==> config.mk <==
export PLATFORM = sky130hd
export DESIGN_NAME = aes_round_ctrl
export DESIGN_NICKNAME = d
export VERILOG_FILES = /design/src/rtl/aes_pkg.sv /design/src/rtl/aes_round_ctrl.sv
export SDC_FILE = /design/constraint.sdc
export NUM_CORES = 1
export LEC_CHECK = 0
export BUFFER_PORTS_ARGS = -buffer_cell sky130_fd_sc_hd__buf_2
export CAP_MARGIN = 40
export CORE_AREA = 3 3 250 252
export DETAILED_ROUTE_END_ITERATION = 7
export DIE_AREA = 0 0 253 255
export GPL_ROUTABILITY_DRIVEN = 1
export HOLD_SLACK_MARGIN = 0.02
export PLACE_DENSITY_LB_ADDON = 0.25
export SETUP_SLACK_MARGIN = 0.2
export SYNTH_ARGS = -nofsm -noshare
export SYNTH_HDL_FRONTEND = slang
export SYNTH_SLANG_ARGS = --single-unit
==> constraint.sdc <==
create_clock -name clk_i -period 1.7 [get_ports clk_i]
set_input_delay 0.255 -clock clk_i [delete_from_list [all_inputs] [get_ports clk_i]]
set_output_delay 0.255 -clock clk_i [all_outputs]
set_load 0.01 [all_outputs]
==> src/rtl/aes_pkg.sv <==
// Shared types and constants for the iterative AES round sequencer.
// Round counts per key size, the block type and the controller state encoding.
`timescale 1ns/1ps
package aes_pkg;

    localparam int AES_NR_128 = 10;
    localparam int AES_NR_192 = 12;
    localparam int AES_NR_256 = 14;

    typedef logic [127:0] aes_block_t;

    typedef enum logic [1:0] {
        IDLE  = 2'd0,
        ROUND = 2'd1,
        DONE  = 2'd2
    } aes_state_e;

endpackage

==> src/rtl/aes_round_ctrl.sv <==
// Iterative AES round sequencer: owns the state register and round counter,
// steps an external round datapath once per cycle with keys fetched by index.
`timescale 1ns/1ps
module aes_round_ctrl
    import aes_pkg::*;
#(
    parameter int NR = AES_NR_256,
    localparam int RW = $clog2(NR + 1)
) (
    input  logic          clk_i,
    input  logic          rst_i,
    input  logic          in_valid_i,
    output logic          in_ready_o,
    input  logic [127:0]  in_data_i,
    output logic [RW-1:0] rk_idx_o,
    input  logic [127:0]  rk_i,
    input  logic          rk_valid_i,
    output logic [127:0]  dp_state_o,
    output logic          dp_last_o,
    input  logic [127:0]  dp_result_i,
    output logic          out_valid_o,
    input  logic          out_ready_i,
    output logic [127:0]  out_data_o,
    output logic          busy_o
);

    localparam logic [RW-1:0] LP_NR  = RW'(NR);
    localparam logic [RW-1:0] LP_ONE = RW'(1);

    aes_state_e    r_fsm;
    logic [RW-1:0] r_round;
    aes_block_t    r_state;

    logic w_idle;
    logic w_accept;
    logic w_step;
    logic w_drain;
    logic w_final;

    assign w_idle   = (r_fsm == IDLE);
    assign w_accept = w_idle && in_valid_i && rk_valid_i;
    assign w_step   = (r_fsm == ROUND) && rk_valid_i;
    assign w_drain  = (r_fsm == DONE) && out_ready_i;
    assign w_final  = (r_fsm == ROUND) && (r_round == LP_NR);

    // Counter saturates at NR on the last round; it is cleared on leaving DONE.
    always_ff @(posedge clk_i) begin
        if (rst_i) begin
            r_fsm   <= IDLE;
            r_round <= '0;
            r_state <= '0;
        end else begin
            unique case (r_fsm)
                IDLE: begin
                    if (w_accept) begin
                        r_state <= in_data_i ^ rk_i;
                        r_round <= LP_ONE;
                        r_fsm   <= ROUND;
                    end
                end
                ROUND: begin
                    if (w_step) begin
                        r_state <= dp_result_i;
                        if (w_final) begin
                            r_fsm <= DONE;
                        end else begin
                            r_round <= r_round + LP_ONE;
                        end
                    end
                end
                DONE: begin
                    if (w_drain) begin
                        r_fsm   <= IDLE;
                        r_round <= '0;
                    end
                end
                default: begin
                    r_fsm   <= IDLE;
                    r_round <= '0;
                end
            endcase
        end
    end

    assign in_ready_o  = w_idle && rk_valid_i;
    assign rk_idx_o    = r_round;
    assign dp_state_o  = r_state;
    assign dp_last_o   = w_final;
    assign out_valid_o = (r_fsm == DONE);
    assign out_data_o  = r_state;
    assign busy_o      = !w_idle;

endmodule

==> summary.md, run 1 <==
| Metric | Value |
|---|---|
| Run status | `finished, final reports clean` |
| Crit-path max FO | `2` |
| Drt first pass iters | `6` |
| TritonCTS Buffers | `17` |
| DR WL/cell | `18.0 um` |
| Full die area | `64,500 um2` |
| Clk buf depth | `2` |
| P_leak | `6.73 nW` |
| Fillers | `6,456` |
| Die width | `253 um` |
| Yosys cell types | `27` |
| Top-area cell type share of the netlist area | `0.352` |
| H-tree depth | `4` |
| Max-Cap Viols | `0` |
| Top cells by area, synth | `dfxtp_1, o2bb2ai_1, xnor2_1` |
| HPWL reported at the end of detailed placement | `25,300 um` |
| Post-layout nets | `1,908` |
| Clk slew on worst S/H paths | `60 ps` |
| RSZ-0062 raised after global routing | `true` |
| P per Cell Area | `724 nW/um2` |
| Final setup fails | `0` |
| First-pass GRT wire length | `48,800 um` |
| Top cell type by total area after synthesis | `dfxtp_1` |
| Pre-CTS WS | `94.8 ps` |
| Post-route setup slack | `17.6 ps` |
| Total number of vias | `8,842` |
| Met1 Usage GRT | `0.112` |
| Most frequent cells in the layout | `buf_2, dfxtp_1, xnor2_1, a21oi_2, nor2_1` |
| Largest net degree at the start of global routing | `68` |
| Register area share after synthesis | `0.352` |
| Worst reg2reg path startpoint | `r_fsm[0]$_SDFFE_PP0P_` |
| Synthesized netlist cell count | `872` |
| GP Congestion | `0.815` |
| Register area | `2700 um2` |
| Maximum VDD drop | `710 uV` |
| Total power | `0.0109 W` |
| Worst clock skew | `10.6 ps` |
| Slew margin rel. | `0.637` |
| Crit path from | `rk_idx_o[0]$_SDFFE_PP0P_` |
| TritonCTS clock tree | `yes` |
| Crit path DAT | `1430 ps` |
| Port Buf Inserts | `652` |
| Initial antenna violation count | `1` |
| Synth warnings | `0` |
| M2 GR Usage | `0.182` |
| Starting Density | `0.126` |
| Netlist Area Pre-Place | `7630 um2` |
| Busiest grt layer | `met2` |
| CTS root buf | `clkbuf_16` |
| Fin. max-slew vios | `0` |
| Multi-input gate area | `5150 um2` |
| Routed vias/inst | `3.82` |
| Met3 usage | `0.0306` |
| FF+latch count, synth | `134` |
| Post-synthesis net count | `1,263` |
| Worst skew pair latency | `460 ps` |
| Core area | `60,400 um2` |
| Fmax achieved | `594 MHz` |
| Hold Path Origin | `dp_result_i[121]` |
| Critical path class | `flop to output pin` |
| Layout cell share with drive strength beyond 1 | `0.673` |
| Crit path required time | `1440 ps` |
| Overall routing resource usage | `0.102` |
| DRC | `0` |
| Critical path endpoint category | `output pin` |
| Area growth from synthesis to layout | `98.0%` |
| Period Utilization, post-route | `0.990` |
| Syn_area_per_cell | `8.75 um2` |
| Crit path launch type | `flop` |
| Final hold violations | `0` |
| GR Overflow Total | `0` |
| Min cycle time layout | `1680 ps` |
| Commonest non-fill, non-tap cell in the layout | `buf_2` |
| Hold WC Path Type | `input pin to flop` |
| Initial drt markers | `396` |
| Post-route ant nets | `0` |
| CTS sink count | `134` |
| Vias in the first global route | `8,388` |
| # rows | `90` |
| Worst Tran Pin Value | `540 ps` |
| # IOs | `653` |
| Final wirelength | `41,600 um` |
| Die height | `255 um` |
| Setup TNS | `0 ps` |
[metal layers]
layer	part of all wire	vias up
met2	0.49	413
met5	0	-
met3	0.065	47
met1	0.41	4182
met4	0.032	0
li1	-	4200
[repair_timing]
action                                  CTS  global route
pin swaps                               101            67
resized for setup                       151           281
hold buffers                             62             0
gates cloned                             12            26
buffers inserted                         21            12
endpoints found under the setup margin  124           126
endpoints found under the hold margin    62             0
[worst max-delay path, stage by stage (launching register included)]
cell     delay [ps]
dfxtp_4         360
inv_4            40
ha_4            140
and3_4          180
and2_4          140
buf_6           120
[cells in the mapped netlist]
library cell	n
a21oi_1	134
dfxtp_1	134
nor2_1	132
buf_4	130
o2bb2ai_1	128
xnor2_1	128
buf_2	39
buf_6	12
clkbuf_1	7
and3_1	3
o21a_1	3
o21ai_0	3
a211oi_1	2
ha_1	2
nand2_1	2
nor2b_1	2
and2_1	1
inv_1	1
nand2b_4	1
nand3b_1	1
nand4b_1	1
nor4_1	1
o32ai_1	1
or2_2	1
or3_4	1
or3b_1	1
or4b_1	1
[worst paths after layout]
check	endpoint	slack, ps	depth (start not counted)
worst max register to register	dp_state_o[8]$_SDFFE_PP0P_	50	10
worst min-delay path	dp_state_o[121]$_SDFFE_PP0P_	60	3
worst min register to register	dp_state_o[24]$_SDFFE_PP0P_	480	1
worst max-delay path	dp_last_o	20	5
[through the flow]
step                area (um2)  instances   util  hold slack, ps
CTS                      13100       2274  0.216            20.4
global route             15100       2313  0.250            26.2
floorplan                 7640        872      -             433
global placement         10900       2147  0.180             468
detailed placement       10900       2147  0.180             471
finish                   15100       2313  0.250            59.4
[power breakdown]
group	leakage [nW]	internal [W]	switching [W]	total [W]
Clock	0.272	0.00208	0.00154	0.00362
Combinational	5.36	0.00189	0.00182	0.00370
Sequential	1.10	0.00336	0.000252	0.00361
[final cells by class]
type / count / share of cell area
well taps: 782 / 0.0647
repair buffers: 814 / 0.378
clock inverters: 12 / 0.00687
clock buffers: 20 / 0.0302
multi-input cells: 549 / 0.341
inverters: 1 / 0.000414
diodes: 1 / 0.000166
flip-flops and latches: 134 / 0.179
[state kept, by name, summed over array words and instances (netlist names)]
signal      cells
dp_state_o    128
r_fsm           2
rk_idx_o        4
[cell families (layout without fill, tap and decap cells)]
family	Yosys count	count (layout)	synth area share
buffers and inverters	189	847	0.175
AO/OA/AOI/OAI	271	271	0.243
AND/OR/NAND/NOR	148	148	0.0803
flip-flops	134	134	0.352
adder cells (fa/ha/maj)	2	2	0.00328
other	0	1	0
XOR/XNOR	128	128	0.147
Power figures use the tool's default switching activity.
==> run 2: changes to the inputs <==
- ABC_AREA: not set -> 1
- CORE_AREA: 3 3 250 252 -> 3 3 255 257
- DIE_AREA: 0 0 253 255 -> 0 0 258 260
==> run 2 against run 1 <==
Routed wire length fell by 1.8%. Synthesized cell count is 33% higher. Via count is 6.0% higher. Final area down 12%. Register-to-register slack gained 170 ps. Clock skew is 1.1 ps higher. Final cell count up 11%. Critical path depth decreased by 1. Clock-buffer cell count unchanged. Synthesized area is 7.2% higher. Fmax grew 6.0%. Sequential share of layout area grew 2.6 points.
==> summary.md, run 2 <==
| Metric | Value |
|---|---|
| Placed cell area | `11,500 um2 (+5.4%)` |
| # IOs | `653 (unchanged)` |
| Clk slew on worst S/H paths | `60 ps (about the same)` |
| Initial antenna violation count | `3 (+2)` |
| Synth top cells by count | `nor2_1, o21ai_0, nand2_1, dfxtp_1, buf_4` |
| Min cycle time layout | `1590 ps (-95.8 ps)` |
| GR Overflow Total | `0 (unchanged)` |
| Maximum VDD drop | `626 uV (-12%)` |
| Final setup fails | `0 (unchanged)` |
| Yosys cell types | `24 (-11%)` |
| Clk buf depth | `2 (unchanged)` |
| Final hold violations | `0 (unchanged)` |
| Die height | `260 um (+2.0%)` |
| Critical path endpoint category | `output pin` |
| GP Congestion | `0.900 (+10%)` |
| Top cell type by total area after synthesis | `dfxtp_1` |
| Overall routing resource usage | `0.106 (+0.00359)` |
| Fin. max-slew vios | `0 (unchanged)` |
| Routed vias/inst | `3.66 (-4.2%)` |
| Crit path required time | `1440 ps (about the same)` |
| Initial drt markers | `356 (-10%)` |
| Worst Tran Pin Value | `435 ps (-105 ps)` |
| DRC | `0 (unchanged)` |
| Largest net degree at the start of global routing | `67 (-1.5%)` |
| Netlist Area Pre-Place | `8180 um2 (+7.2%)` |
| Post-synth ARST share | `0 (unchanged)` |
| TritonCTS Buffers | `17 (unchanged)` |
| Layout Cell Area excl Fill | `13,200 um2 (-12%)` |
| Crit-path max FO | `3 (+1)` |
| Cell Count, Final, Fillers Out | `2,559 (+11%)` |
| Period Utilization, post-route | `0.933 (-0.0564)` |
| HPWL reported at the end of detailed placement | `29,200 um (+15%)` |
| Synthesized netlist cell count | `1,160 (+33%)` |
| Max-Cap Viols | `0 (unchanged)` |
| P_leak | `6.32 nW (-6.1%)` |
| First-pass GRT wire length | `53,000 um (+8.4%)` |
| Core area | `63,000 um2 (+4.3%)` |
| Crit path launch type | `flop` |
| Post-synth EDFFs | `0 (unchanged)` |
| Crit path DAT | `1330 ps (-100 ps)` |
| DR WL/cell | `15.9 um (-11%)` |
| FF+latch count, synth | `134 (unchanged)` |
| Max reg flops | `128 (unchanged)` |
| Setup TNS | `0 ps (unchanged)` |
| Final wirelength | `40,800 um (-1.8%)` |
| Port Buf Inserts | `652 (unchanged)` |
| Vias in the first global route | `9,035 (+7.7%)` |
| # rows | `92 (+2.2%)` |
| H-tree depth | `4 (unchanged)` |
| Commonest non-fill, non-tap cell in the layout | `buf_2` |
| Post-route ant nets | `0 (unchanged)` |
| TritonCTS clock tree | `yes` |
| CTS root buf | `clkbuf_16` |
| Most frequent cell after synthesis | `nor2_1` |
| Die width | `258 um (+2.0%)` |
| Fmax achieved | `630 MHz (+6.0%)` |
| Starting Density | `0.130 (+0.00347)` |
| Layout cell share with drive strength beyond 1 | `0.473 (-0.200)` |
| Worst skew pair latency | `460 ps (about the same)` |
| Hold WC Path Type | `input pin to flop` |
| Most frequent cells in the layout | `buf_2, nor2_1, o21ai_0, xnor2_1, dfxtp_1` |
| Post-layout nets | `2,091 (+9.6%)` |
| Critical path class | `flop to output pin` |
| Synth warnings | `0 (unchanged)` |
| Antenna diode count | `0 (-1)` |
| Full die area | `67,100 um2 (+4.0%)` |
| Top cells by area, synth | `dfxtp_1, xnor2_1, o21ai_0` |
| Total number of vias | `9,369 (+6.0%)` |
| Dpl cells | `2,487 (+16%)` |
| Register area share after synthesis | `0.328 (-0.0236)` |
| CTS sink count | `134 (unchanged)` |
| Slew margin rel. | `0.708 (+0.0708)` |
| Main synth FF type | `dfxtp_1` |
| Syn_area_per_cell | `7.05 um2 (-19%)` |
| P per Cell Area | `866 nW/um2 (+20%)` |
| Worst clock skew | `11.7 ps (+1.15 ps)` |
| Run status | `finished, final reports clean` |
| Hold Slack | `110 ps (+50.5 ps)` |
| Post-synthesis net count | `1,551 (+23%)` |
| Area growth from synthesis to layout | `61.9%` |
| Drt first pass iters | `4 (-2)` |
| Top-area cell type share of the netlist area | `0.328 (-0.0236)` |
| RSZ-0062 raised after global routing | `true` |
-- run 2: routing by layer --
layer  global-route usage  wire length (um)
met4               0.0474              1150
met1                0.111             15700
met3               0.0267              2580
met5                    0                13
met2                0.198             21300
-- run 2: worst max-delay path, stage by stage, from the launching register on --
cell,delay [ps]
dfxtp_4,370
buf_6,130
buf_12,120
nor2_4,130
buf_6,120
-- run 2: where the power goes --
part / internal [W] / switching (W) / leakage (nW)
registers: 0.00343 / 0.000284 / 1.11
clock network: 0.00283 / 0.00155 / 0.327
logic: 0.00160 / 0.00176 / 4.89
total: 0.00786 / 0.00360 / 6.32
-- run 2: per-stage QoR --
step,power [W],utilization,setup slack (ps)
2_1_floorplan,0.00550,-,389
3_3_place_gp,0.00671,0.182,30.0
3_5_place_dp,0.00670,0.182,73.8
4_1_cts,0.0114,0.199,58.3
5_1_grt,0.0121,0.210,15.8
6_report,0.0115,0.210,113
-- run 2: cell type report --
type                    instances  area, um2
inverters                      13       76.3
repair buffers                719       4410
flip-flops and latches        134       2700
clock buffers                  20        457
clock inverters                12        223
well taps                     846       1060
multi-input cells             815       4310
fillers                      7156      49700
-- run 2: timing repair --
action | 4_1_cts | 5_1_grt
hold endpoints to repair | 2 | 0
resized for setup | 41 | 115
buffers inserted | 13 | 7
gates cloned | 3 | 16
hold buffers | 1 | 0
endpoints found under the setup margin | 11 | 101
pin swaps | 5 | 36
-- run 2: cells by family (layout without fill, tap and decap cells) --
family	after synthesis	after routing	share of synthesized area
AOI/OAI and AO/OA	265	265	0.163
xor gates and xnor gates	128	128	0.137
adders and majority gates	2	2	0.00306
buffers and inverters	211	764	0.172
DFF	134	134	0.328
and+or+nand+nor	420	420	0.197
-- run 2: final timing paths --
path	end	slack, ps	startpoint	cells after the start
setup / recovery	out_valid_o	110	r_fsm[0]$_SDFFE_PP0P_	4
hold / removal	dp_state_o[51]$_SDFFE_PP0P_	110	dp_result_i[51]	5
setup reg to reg	dp_state_o[68]$_SDFFE_PP0P_	220	r_fsm[1]$_SDFFE_PP0P_	11
hold reg to reg	rk_idx_o[2]$_SDFFE_PP0P_	520	rk_idx_o[2]$_SDFFE_PP0P_	2
==> run 3: changes to the inputs <==
--- a/constraint.sdc
+++ b/constraint.sdc
@@ -3,2 +3,2 @@
 set_output_delay 0.255 -clock clk_i [all_outputs]
-set_load 0.01 [all_outputs]
+set_load 0.005 [all_outputs]
==> run 3 against run 2 <==
Clock power barely moved. Utilization rose by 1.1 points. Final area rose by 5.2%. Non-clock buffer count rose by 19. Highest routed layer is now met4. First-iteration DRC count rose by 3.4%. Critical endpoint is now dp_state_o[118]$_SDFFE_PP0P_. Final cell count rose by 0.82%. Critical path type is now flop to flop. Fmax fell by 1.4%. Clock-buffer cell count did not move.
==> summary.md, run 3 (synthesis gave the netlist of run 2 again) <==
| Metric | Value |
|---|---|
| Max-Cap Viols | `0 (unchanged)` |
| # rows | `92 (unchanged)` |
| Port Buf Inserts | `652 (unchanged)` |
| Worst Tran Pin Value | `436 ps (+1.42 ps)` |
| Final setup fails | `0 (unchanged)` |
| Clock power frac | `0.376 (-0.006)` |
| Full die area | `67,100 um2 (unchanged)` |
| Initial antenna violation count | `2 (-1)` |
| Slew margin rel. | `0.707 (-0.000955)` |
| Drt first pass iters | `4 (unchanged)` |
| Slowest stage delay, CP | `370 ps (about the same)` |
| Fmax achieved | `622 MHz (-1.4%)` |
| CTS root buf | `clkbuf_16` |
| P_int | `0.00805 W (+2.4%)` |
| Utilization after layout | `0.221 (+0.0109)` |
| P per Cell Area | `839 nW/um2 (-3.1%)` |
| Clk buf depth | `2 (unchanged)` |
| Crit path launch type | `flop` |
| P_leak | `6.62 nW (+4.7%)` |
| Pre-CTS WS | `73.8 ps (unchanged)` |
| Antenna diode count | `0 (unchanged)` |
| Sw frac | `0.311 (-0.00331)` |
| Most frequent cells in the layout | `buf_2, nor2_1, o21ai_0, xnor2_1, dfxtp_1` |
| Max reg flops | `128 (unchanged)` |
| Post-layout nets | `2,112 (+1.0%)` |
| Crit path required time | `2100 ps (+660 ps)` |
| TritonCTS Buffers | `17 (unchanged)` |
| # IOs | `653 (unchanged)` |
| Hold WC Path Type | `input pin to flop` |
| Starting Density | `0.130 (unchanged)` |
| Area growth from synthesis to layout | `70.3%` |
| Worst path cell trace | `buf_6 > buf_6 > nor2_4 > buf_12 > buf_12 > clkbuf_16 > o21ai_0 > nor2_1` |
| Crit path DAT | `2010 ps (+680 ps)` |
| Min cycle time layout | `1610 ps (+22.2 ps)` |
| Crit-path max FO | `8 (+5)` |
| Dpl cells | `2,487 (unchanged)` |
| Reg power frac | `0.319 (-0.005)` |
| Register area | `2700 um2 (unchanged)` |
| Layout cell share with drive strength beyond 1 | `0.506 (+0.0329)` |
| Period Utilization, post-route | `0.946 (+0.0131)` |
| GP Congestion | `0.900 (unchanged)` |
| TritonCTS clock tree | `yes` |
| Die height | `260 um (unchanged)` |
| Die width | `258 um (unchanged)` |
| GR Overflow Total | `0 (unchanged)` |
| Total power | `0.0117 W (+1.9%)` |
| Post-route ant nets | `0 (unchanged)` |
| DRC | `0 (unchanged)` |
| Combinational power share | `0.305 (+0.011)` |
| Slowest CP cell | `dfxtp_4` |
| Cell Count, Final, Fillers Out | `2,580 (+0.82%)` |
| Clk slew on worst S/H paths | `60 ps (about the same)` |
| Total number of vias | `9,606 (+2.5%)` |
| Fillers | `7,101 (-0.77%)` |
| Commonest non-fill, non-tap cell in the layout | `buf_2` |
| Sw Pwr | `0.00363 W (+0.82%)` |
| Initial drt markers | `368 (+3.4%)` |
| Core area | `63,000 um2 (unchanged)` |
| Run status | `finished, final reports clean` |
| Worst clock skew | `13.3 ps (+1.60 ps)` |
| Vias in the first global route | `9,034 (-0.011%)` |
| Maximum VDD drop | `635 uV (+1.5%)` |
| CP bufs+invs | `5 (+2)` |
| Critical path endpoint category | `flop` |
| Final wirelength | `46,400 um (+14%)` |
| Multi-input gate area | `4510 um2 (+4.4%)` |
| Fin. max-slew vios | `0 (unchanged)` |
| Setup TNS | `0 ps (unchanged)` |
| Largest net degree at the start of global routing | `67 (unchanged)` |
| H-tree depth | `4 (unchanged)` |
| Worst skew pair latency | `470 ps (about the same)` |
| Routed vias/inst | `3.72 (+1.7%)` |
| First-pass GRT wire length | `52,900 um (-0.13%)` |
| CTS sink count | `134 (unchanged)` |
| Final hold violations | `0 (unchanged)` |
| Critical path class | `flop to flop` |
| Delay-heaviest family, CP | `buffers and inverters` |
| DR WL/cell | `18.0 um (+13%)` |
| Overall routing resource usage | `0.106 (-0.000149)` |
| Post-route setup slack | `91.3 ps (-22.2 ps)` |
| HPWL reported at the end of detailed placement | `29,200 um (unchanged)` |
| RSZ-0062 raised after global routing | `true` |
==> run 3: cell types whose count changed in the layout (fill, tap and decap cells not counted), sizes merged <==
cell and delta:
bufbuf +2, buf +9, inv +1, clkbuf +8, clkinv +1
==> run 3: layer usage <==
| metal | vias up | share of wire | global-route usage | wire (um) |
|---|---|---|---|---|
| met1 | 4408 | 0.38 | 0.111 | 17400 |
| met4 | 0 | 0.023 | 0.0478 | 1090 |
| met3 | 42 | 0.059 | 0.0267 | 2720 |
| met5 | - | 0 | 0 | 0 |
| li1 | 4718 | - | - | - |
| met2 | 438 | 0.54 | 0.197 | 25200 |
==> run 3: final timing paths <==
kind	slack [ps]	from	cells past startpoint	endpoint
worst max-delay path	90	r_fsm[1]$_SDFFE_PP0P_	8	dp_state_o[118]$_SDFFE_PP0P_
worst min-delay path	110	dp_result_i[51]	5	dp_state_o[51]$_SDFFE_PP0P_
worst max register to register	90	r_fsm[1]$_SDFFE_PP0P_	8	dp_state_o[118]$_SDFFE_PP0P_
worst min register to register	520	dp_state_o[111]$_SDFFE_PP0P_	2	dp_state_o[111]$_SDFFE_PP0P_
==> run 3: tightest hold or removal path, stage by stage <==
cell,delay [ps]
buf_2,70
nand2_1,40
o21ai_0,60
nor2_1,40
nor2_1,70
==> run 3: cell type report <==
cell class / instances / area share
repair inverters: 2 / 0.00287
inverters: 13 / 0.00647
flip-flops and latches: 134 / 0.194
well taps: 846 / 0.0760
multi-input cells: 815 / 0.323
clock inverters: 12 / 0.0160
repair buffers: 738 / 0.348
clock buffers: 20 / 0.0328
==> run 3: power groups by stage <==
| stage | combinational (W) | clock, W | sequential, W |
|---|---|---|---|
| 2_1_floorplan | 0.00157 | 0 | 0.00371 |
| 3_3_place_gp | 0.00269 | 0 | 0.00379 |
| 3_5_place_dp | 0.00268 | 0 | 0.00380 |
| 5_1_grt | 0.00391 | 0.00469 | 0.00376 |
| 6_report | 0.00357 | 0.00439 | 0.00373 |
| 4_1_cts | 0.00283 | 0.00462 | 0.00373 |
==> run 3: what timing repair did <==
item | in CTS | in global routing
cloned | 3 | 36
pin swaps | 5 | 77
gates resized for setup | 34 | 240
hold buffers | 1 | 0
buffers inserted | 12 | 9
endpoints found under the setup margin | 11 | 93
hold endpoints to repair | 2 | 0
==> run 3: stage by stage <==
step	hold slack (ps)	area, um2
final	108	13900
after global routing	76.0	13900
after CTS	47.7	12500
after detailed placement	534	11500
after global placement	534	11500
after floorplan	324	8180
